[config.mk]
export PLATFORM = sky130hd
export DESIGN_NAME = geofence_feeder
export DESIGN_NICKNAME = d
export VERILOG_FILES = /design/src/rtl/geofence_feeder.sv
export SDC_FILE = /design/constraint.sdc
export NUM_CORES = 1
export LEC_CHECK = 0
export ABC_CLOCK_PERIOD_IN_PS = 4880
export BUFFER_PORTS_ARGS = -buffer_cell sky130_fd_sc_hd__clkbuf_2
export CAP_MARGIN = 20
export CORE_ASPECT_RATIO = 1.25
export CORE_MARGIN = 2
export CORE_UTILIZATION = 60
export DETAILED_ROUTE_END_ITERATION = 6
export GPL_TIMING_DRIVEN = 0
export PLACE_DENSITY = 0.78
export SYNTH_ARGS = -nofsm -noshare
export SYNTH_HDL_FRONTEND = slang
export SYNTH_SLANG_ARGS = --single-unit
[constraint.sdc]
create_clock -name clk_i -period 4.88 [get_ports clk_i]
set_clock_uncertainty 0.1 [all_clocks]
set_input_delay 0.244 -clock clk_i [delete_from_list [all_inputs] [get_ports clk_i]]
set_output_delay 0.244 -clock clk_i [all_outputs]
set_load 0.005 [all_outputs]
[src/rtl/geofence_feeder.sv]
// Staging FIFO in front of the geofence evaluator: buffers records in groups of six,
// replays each complete group, and returns tagged verdicts with hung-evaluator timeout.
module geofence_feeder #(
    parameter int unsigned GROUPS  = 2,
    parameter int unsigned TIMEOUT = 255
) (
    input  logic        clk_i,
    input  logic        reset_i,
    input  logic        in_valid_i,
    input  logic [9:0]  in_x_i,
    input  logic [9:0]  in_y_i,
    input  logic [10:0] in_r_i,
    output logic        in_ready_o,
    output logic [9:0]  x_o,
    output logic [9:0]  y_o,
    output logic [10:0] r_o,
    output logic        fence_rst_o,
    input  logic        fence_valid_i,
    input  logic        fence_inside_i,
    output logic        res_valid_o,
    output logic        res_inside_o,
    output logic        res_err_o,
    output logic [7:0]  res_tag_o
);
    localparam int unsigned GRP   = 6;
    localparam int unsigned DEPTH = GRP * GROUPS;
    localparam int unsigned PW    = (DEPTH > 1) ? $clog2(DEPTH) : 1;
    localparam int unsigned CW    = $clog2(DEPTH + 1);
    localparam int unsigned TW    = (TIMEOUT > 0) ? $clog2(TIMEOUT + 1) : 1;
    localparam int unsigned TAGW  = 8;

    typedef struct packed {
        logic [9:0]  x;
        logic [9:0]  y;
        logic [10:0] r;
    } rec_t;

    typedef enum logic [1:0] {
        S_IDLE = 2'd0,
        S_SEND = 2'd1,
        S_WAIT = 2'd2
    } state_e;

    state_e          state_q, state_d;
    rec_t            mem_q [DEPTH];
    rec_t            in_rec, head, out_rec;
    rec_t            last_q, last_d;
    logic [PW-1:0]   wr_ptr_q, wr_ptr_d, rd_ptr_q, rd_ptr_d;
    logic [CW-1:0]   cnt_q, cnt_d;
    logic [2:0]      k_q, k_d;
    logic [TW-1:0]   timer_q, timer_d;
    logic [TAGW-1:0] tag_q, tag_d, res_tag_q, res_tag_d;
    logic            res_valid_q, res_valid_d;
    logic            res_inside_q, res_inside_d;
    logic            res_err_q, res_err_d;
    logic            push, pop, grp_ready;

    assign in_ready_o   = (cnt_q < CW'(DEPTH));
    assign fence_rst_o  = (state_q == S_IDLE);
    assign x_o          = out_rec.x;
    assign y_o          = out_rec.y;
    assign r_o          = out_rec.r;
    assign res_valid_o  = res_valid_q;
    assign res_inside_o = res_inside_q;
    assign res_err_o    = res_err_q;
    assign res_tag_o    = res_tag_q;

    // FIFO bookkeeping; popping happens only while a group is being replayed
    always_comb begin
        in_rec    = '{x: in_x_i, y: in_y_i, r: in_r_i};
        push      = in_valid_i && in_ready_o;
        pop       = (state_q == S_SEND);
        head      = mem_q[rd_ptr_q];
        grp_ready = (cnt_q >= CW'(GRP));
        cnt_d     = cnt_q + CW'(push) - CW'(pop);
        wr_ptr_d  = wr_ptr_q;
        rd_ptr_d  = rd_ptr_q;
        if (push) begin
            wr_ptr_d = (wr_ptr_q == PW'(DEPTH - 1)) ? '0 : wr_ptr_q + PW'(1);
        end
        if (pop) begin
            rd_ptr_d = (rd_ptr_q == PW'(DEPTH - 1)) ? '0 : rd_ptr_q + PW'(1);
        end
    end

    // WAIT shows the last replayed record from a holding copy, since its slot may be refilled
    always_comb begin
        case (state_q)
            S_SEND:  out_rec = head;
            S_WAIT:  out_rec = last_q;
            default: out_rec = '0;
        endcase
    end

    always_comb begin
        state_d      = state_q;
        k_d          = k_q;
        timer_d      = timer_q;
        tag_d        = tag_q;
        last_d       = last_q;
        res_valid_d  = 1'b0;
        res_inside_d = 1'b0;
        res_err_d    = 1'b0;
        res_tag_d    = res_tag_q;
        case (state_q)
            S_IDLE: begin
                if (grp_ready) begin
                    state_d = S_SEND;
                    k_d     = 3'd0;
                end
            end
            S_SEND: begin
                k_d    = k_q + 3'd1;
                last_d = head;
                if (k_q == 3'd5) begin
                    state_d = S_WAIT;
                    timer_d = '0;
                end
            end
            S_WAIT: begin
                timer_d = timer_q + TW'(1);
                if (fence_valid_i) begin
                    res_valid_d  = 1'b1;
                    res_inside_d = fence_inside_i;
                    res_tag_d    = tag_q;
                    tag_d        = tag_q + TAGW'(1);
                    state_d      = grp_ready ? S_SEND : S_IDLE;
                    k_d          = 3'd0;
                end else if (timer_q == TW'(TIMEOUT)) begin
                    res_valid_d = 1'b1;
                    res_err_d   = 1'b1;
                    res_tag_d   = tag_q;
                    tag_d       = tag_q + TAGW'(1);
                    state_d     = S_IDLE;
                end
            end
            default: state_d = S_IDLE;
        endcase
    end

    always_ff @(posedge clk_i) begin
        if (reset_i) begin
            state_q      <= S_IDLE;
            wr_ptr_q     <= '0;
            rd_ptr_q     <= '0;
            cnt_q        <= '0;
            k_q          <= '0;
            timer_q      <= '0;
            tag_q        <= '0;
            last_q       <= '0;
            res_valid_q  <= 1'b0;
            res_inside_q <= 1'b0;
            res_err_q    <= 1'b0;
            res_tag_q    <= '0;
        end else begin
            state_q      <= state_d;
            wr_ptr_q     <= wr_ptr_d;
            rd_ptr_q     <= rd_ptr_d;
            cnt_q        <= cnt_d;
            k_q          <= k_d;
            timer_q      <= timer_d;
            tag_q        <= tag_d;
            last_q       <= last_d;
            res_valid_q  <= res_valid_d;
            res_inside_q <= res_inside_d;
            res_err_q    <= res_err_d;
            res_tag_q    <= res_tag_d;
        end
    end

    // Storage needs no reset: emptiness is tracked by the pointers and count
    always_ff @(posedge clk_i) begin
        if (push) begin
            mem_q[wr_ptr_q] <= in_rec;
        end
    end
endmodule
==> results_dict.tcl, run 1 <==
set metrics [dict create \
    worstPathRequired_ps 4540 \
    drive_above_1_share 0.1417 \
    leakage_uw 0.006873 \
    layout_commonest_cell "edfxtp_1" \
    grt-ovfl-total 0 \
    antenna_found_initial 1 \
    worst_setup_path_end_kind "primary output" \
    synth_warnings 0 \
    ioPinCount 80 \
    ys_types 50 \
    finalNonFillerCells 1855 \
    cts_tree "done" \
    htreeDepth 2 \
    hold_viol_final 0 \
    p_per_area_nw_per_um2 478.9 \
    worstPathCellList "nand2b_1, clkbuf_1, o22ai_1, nor3_1, o21ai_0, clkbuf_2" \
    clk_latency_ps 550 \
    final_cell_mix "edfxtp_1, mux2i_1, nand3_1, dfxtp_1, clkbuf_2" \
    cts_setup_buffers 0 \
    die-area_sq_um 31540 \
    ir_drop_v 0.0003268 \
    area_growth_pct 17.12 \
    fin_crit_sh 0.6912 \
    root_buffer "clkbuf_16" \
    maxCapViolations 0 \
    critical-path-max-stage-delay_ps 770 \
    grt_pass1_vias 11495 \
    outcome "finished, final reports clean" \
    dpl.hpwl_mm 28.79 \
    arrival_ps 3030 \
    grt_pass1_wl_mm 66.27 \
    gr-usage-met3 0.04902 \
    grt_max_degree 26 \
    cp_top_family "buffers and inverters" \
    fin_crit_ps 3373 \
    cp_num_buf_inv 2 \
    crit_type "reg2out" \
    numPlacedInstances 1744 \
    cts_sinks 451 \
    tightest_slew_ps 997.0 \
    netlist_instances 1245 \
    finalSetupViolations 0 \
    gp_congestion 0.8759 \
    ys_seq_area_frac 0.7054 \
    start_util 0.6057 \
    first_pass_iters 6 \
    use_met2 0.4924 \
    io_buffers 78 \
    hold_path_class "in2reg" \
    syn_avg_cell_area_sq_um 14.52 \
    die_height_um 198.1 \
    fp.dieW_um 159.3 \
    wl_per_cell_um 24.12 \
    drc 0 \
    synth-edff-count 372 \
    vias 11653 \
    rsz0062_at_grt "false" \
    cp_max_fo 10 \
    final_net_count 1478 \
    top_usage_layer "met2" \
    via_per_inst 6.282 \
    fin_ws_ps 1507 \
    n_antenna_cell 0 \
    ys.flop_type "edfxtp_1" \
    fin_util 0.7093 \
    slew_viol_final 0 \
    clk_pin_slew_ps 60 \
    core_sq_um 29850 \
    grtUsageTotal 0.2827 \
    ys_seq_elements 451 \
    dp_slack_ps 2033 \
    num_rows 71 \
    grt_util_met1 0.3469 \
    cts_buffer_depth 3 \
    drt_iter0_drc 1158 \
    async_flop_share 0 \
    ant_nets 0 \
    finalWirelength_mm 44.74 \
    setup.worst_path.start_class "register" \
    cpMaxStageDelayCell "clkbuf_1" \
    fmax_mhz 296.5 \
    reg2reg_slack_ps 2020 \
    numCtsBuffers 42 \
    synth_area_sq_um 18080 \
    relSlewSlack 0.3353 \
    synth.net_count 1302 \
]
## synthesized netlist by cell type, types with 2 or more instances
library cell / count / area [sq um]
nand2_1: 62 / 232.7
mux2i_1: 189 / 1892
inv_1: 15 / 56.30
and3_1: 2 / 12.51
nor2_1: 33 / 123.9
clkbuf_1: 51 / 191.4
nand4_1: 3 / 18.77
o21ai_0: 40 / 200.2
xnor2_1: 6 / 52.55
o2111ai_1: 2 / 17.52
ha_1: 20 / 250.2
clkinv_1: 2 / 7.510
xor2_1: 5 / 43.79
a22oi_1: 32 / 240.2
or3_1: 4 / 25.02
a21boi_0: 2 / 15.01
nor3_1: 41 / 205.2
nor2b_1: 9 / 56.30
a21oi_1: 22 / 110.1
dfxtp_1: 79 / 1582
o22ai_1: 62 / 387.9
nand2b_1: 8 / 50.05
nand3b_1: 2 / 15.01
buf_4: 15 / 112.6
nand3_1: 98 / 490.5
a31oi_1: 2 / 12.51
buf_1: 3 / 11.26
buf_2: 10 / 50.05
o31ai_1: 31 / 232.7
nor4_1: 2 / 12.51
edfxtp_1: 372 / 11170
nor3b_1: 3 / 22.52
## power by group
group,switching (uW),internal (uW),total (uW)
logic,1490,761,2250
clock network,1400,2050,3440
registers,94.7,4360,4450
## per-stage QoR
stage | total power (uW) | setup TNS, ps | hold slack [ps] | area (sq um)
after floorplan | 5936 | 0 | 242.9 | 18080
final | 10140 | 0 | 122.7 | 21170
after global routing | 10470 | 0 | 199.3 | 21170
after CTS | 10120 | 0 | 108.4 | 21170
after detailed placement | 6695 | 0 | 349.2 | 19380
after global placement | 6605 | -131760 | 341.2 | 18970
## state kept, by name (all words and copies together) (netlist names), named ones only
signal,cells
timer_q,8
cnt_q,4
rd_ptr_q,4
res_err_o,1
k_q,3
res_inside_o,1
res_valid_o,1
mem_q,372
wr_ptr_q,4
state_q,2
tag_q,8
last_q,31
res_tag_o,8
## per-layer routing
metal	up-vias	part of all wire
li1	5145	-
met1	5730	0.37
met2	628	0.51
met3	148	0.081
met4	2	0.043
met5	-	0.00029
## worst min-delay path, stage by stage
cell and delay (ps):
clkbuf_1 200, nor2b_1 150, mux2_2 140
## cell families after synthesis
family,count (synthesis),share of synthesized area
flip-flops,451,0.7054
AND/OR/NAND/NOR,272,0.07218
AO/OA/AOI/OAI,202,0.07170
multiplexers,191,0.1061
buffers and inverters,97,0.02436
adder cells (fa/ha/maj),21,0.01495
XOR/XNOR,11,0.005329
## worst paths after layout
path	start	cells after the start	endpoint
worst max-delay path	register	6	y_o[8]
worst min-delay path	reset_i	3	tag_q[5]
worst max register to register	cnt_q[2]	7	mem_q[0][6]
worst min register to register	res_tag_o[3]	2	res_tag_o[3]
## timing repair
item | 4_1_cts | 5_1_grt
hold buffers | 34 | 0
gates resized for setup | 0 | 0
endpoints found under the hold margin | 374 | 0
## layout make-up
class,count,area (sq um)
clock inverters,29,361.6
clock buffers,48,1095
multi-input cells,697,4966
well taps,401,501.7
repair buffers,132,1056
fillers,2007,8676
flip-flops and latches,451,12750
plain buffers,80,376.6
inverters,17,63.81
No activity file was read; power rests on OpenSTA's default activity.
==> run 2: changes to the inputs <==
ABC_AREA = 1   (was unset)
ABC_CLOCK_PERIOD_IN_PS = 3300   (was 4880)
clock period = 3.3 ns   (was 4.88 ns; I/O delays follow)
==> results_dict.tcl, run 2 <==
set metrics [dict create \
    outcome "finished with violations" \
    violations "design-rule violations" \
    io_buffers 78 \
    synth_area_sq_um 18920 \
    ys.flop_type "edfxtp_1" \
    largestRegisters "mem_q x372, last_q x31" \
    fin_crit_ps 3063 \
    ys_seq_area_frac 0.6740 \
    clk_latency_ps 560 \
    synth-edff-count 372 \
    worst_setup_path_end_kind "primary output" \
    ir_drop_v 0.0007800 \
    tightest_slew_ps 973.7 \
    finalWirelength_mm 50.62 \
    fin_ws_ps 236.8 \
    hold_viol_final 0 \
    grt_pass1_vias 14032 \
    crit_type "reg2out" \
    reg2reg_slack_ps 640 \
    clk_pin_slew_ps 60 \
    setup.worst_path.start_class "register" \
    arrival_ps 2800 \
    ys_seq_elements 451 \
    numCtsBuffers 43 \
    start_util 0.6105 \
    worstPathRequired_ps 3030 \
    netlist_instances 1834 \
    num_rows 72 \
    drive_above_1_share 0.1138 \
    dpl.hpwl_mm 33.10 \
    whs_endpoint "wr_ptr_q[0]" \
    wl_per_cell_um 20.69 \
    grt_pass1_wl_mm 76.71 \
    core_sq_um 30990 \
    drc 1 \
    fin_crit_sh 0.9282 \
    cts_sinks 451 \
    cp_max_fo 10 \
    n_antenna_cell 0 \
    die_height_um 202.5 \
    layout_commonest_cell "nand2_1" \
    fin_area_sq_um 22030 \
    rsz0062_at_grt "false" \
    fmax_mhz 326.5 \
    vias 14213 \
    synth.net_count 1891 \
    synth_warnings 0 \
    grtUsageTotal 0.3096 \
    hold_path_class "in2reg" \
    area_growth_pct 16.44 \
    r2r_end "cnt_q[2]" \
    gp_congestion 0.8487 \
    via_per_inst 5.811 \
    worstHoldStart "in_valid_i" \
    grt-ovfl-total 0 \
    largest_reg_flops 372 \
    first_pass_iters 7 \
    htreeDepth 2 \
    cts_tree "done" \
    root_buffer "clkbuf_16" \
    antenna_found_initial 0 \
    drt_iter0_drc 1785 \
    synth_commonest_cells "nand2_1, edfxtp_1, nand3_1" \
    cts_buffer_depth 3 \
    finalSetupViolations 0 \
    slew_viol_final 0 \
    numPlacedInstances 2331 \
    cts_setup_buffers 0 \
    r2r-start "cnt_q[2]" \
    r2r_cells 10 \
    fin_hold_ws_ps 29.40 \
    maxCapViolations 0 \
    place_area_sq_um 20220 \
    ys_types 28 \
    yosysMostFrequentCell "nand2_1" \
    p_per_area_nw_per_um2 731.1 \
    yosys.area.top_type_share 0.5904 \
    grt_max_degree 23 \
    hold_depth 5 \
    fin_util 0.7109 \
    ioPinCount 80 \
    die-area_sq_um 32980 \
    final_cell_mix "nand2_1, edfxtp_1, nand3_1, inv_1, a21oi_1" \
    syn_avg_cell_area_sq_um 10.32 \
    async_flop_share 0 \
    relSlewSlack 0.3508 \
    synth_top_area_cell "edfxtp_1" \
    finalNonFillerCells 2446 \
    leakage_uw 0.008710 \
    dp_slack_ps 675.9 \
    final_net_count 2061 \
    fp.dieW_um 162.8 \
    synth_area_leaders "edfxtp_1, nand2_1, nand3_1" \
    ant_nets 0 \
    regMostFlops "mem_q" \
]
[run 2: logic make-up after synthesis]
group | count (synthesis) | synth area share
buffers and inverters | 298 | 0.06706
adders and majority gates | 21 | 0.01428
AOI/OAI and AO/OA | 100 | 0.02698
xor gates and xnor gates | 9 | 0.004167
DFF | 451 | 0.6740
and+or+nand+nor | 955 | 0.2135
[run 2: stage by stage]
step	setup TNS (ps)	power, uW
2_1_floorplan	0	9421
3_3_place_gp	-354690	10740
3_5_place_dp	0	10950
4_1_cts	0	16010
5_1_grt	0	16780
6_report	0	16110
[run 2: per-layer routing]
layer / share of wire / global-route usage
met1: 0.35 / 0.3675
met2: 0.50 / 0.5319
met3: 0.099 / 0.05761
met4: 0.055 / 0.1700
met5: 0 / 0
[run 2: what timing repair did]
action | in CTS | in global routing
endpoints found under the setup margin | 0 | 8
hold endpoints to repair | 379 | 0
gates resized for setup | 0 | 2
hold buffers | 35 | 0
[run 2: worst max-delay path by stage]
stage	to	slack (ps)	from	cells past startpoint
3_5_place_dp	cnt_q[2]	680	cnt_q[2]	10
4_1_cts	x_o[4]	80	state_q[1]	9
6_report	x_o[4]	240	state_q[1]	9
5_1_grt	r_o[4]	130	state_q[1]	9
3_3_place_gp	mem_q[3][21]	-1170	cnt_q[2]	4
2_1_floorplan	mem_q[11][0]	440	cnt_q[2]	4
[run 2: power breakdown]
group	total [uW]	leakage (uW)	internal, uW	switching, uW
registers	6590	0.00401	6450	139
logic	4430	0.00399	1310	3120
clock network	5080	0.000714	3010	2080
[run 2: critical path, stage by stage, from the launching register on]
cell,delay [ps]
dfxtp_1,340
inv_1,100
ha_1,370
buf_2,370
clkbuf_2,350
nand2_1,110
inv_1,100
nand2_1,70
a21oi_1,250
clkbuf_2,170
[run 2: cell type report]
type / instances / area (sq um)
timing repair buffer: 125 / 1049
inverter: 201 / 757.0
fill: 2095 / 8960
clock buffer: 63 / 1241
multi-input combinational: 1085 / 4989
clock inverter: 17 / 219.0
buffer: 97 / 514.2
tap: 407 / 509.2
sequential: 451 / 12750
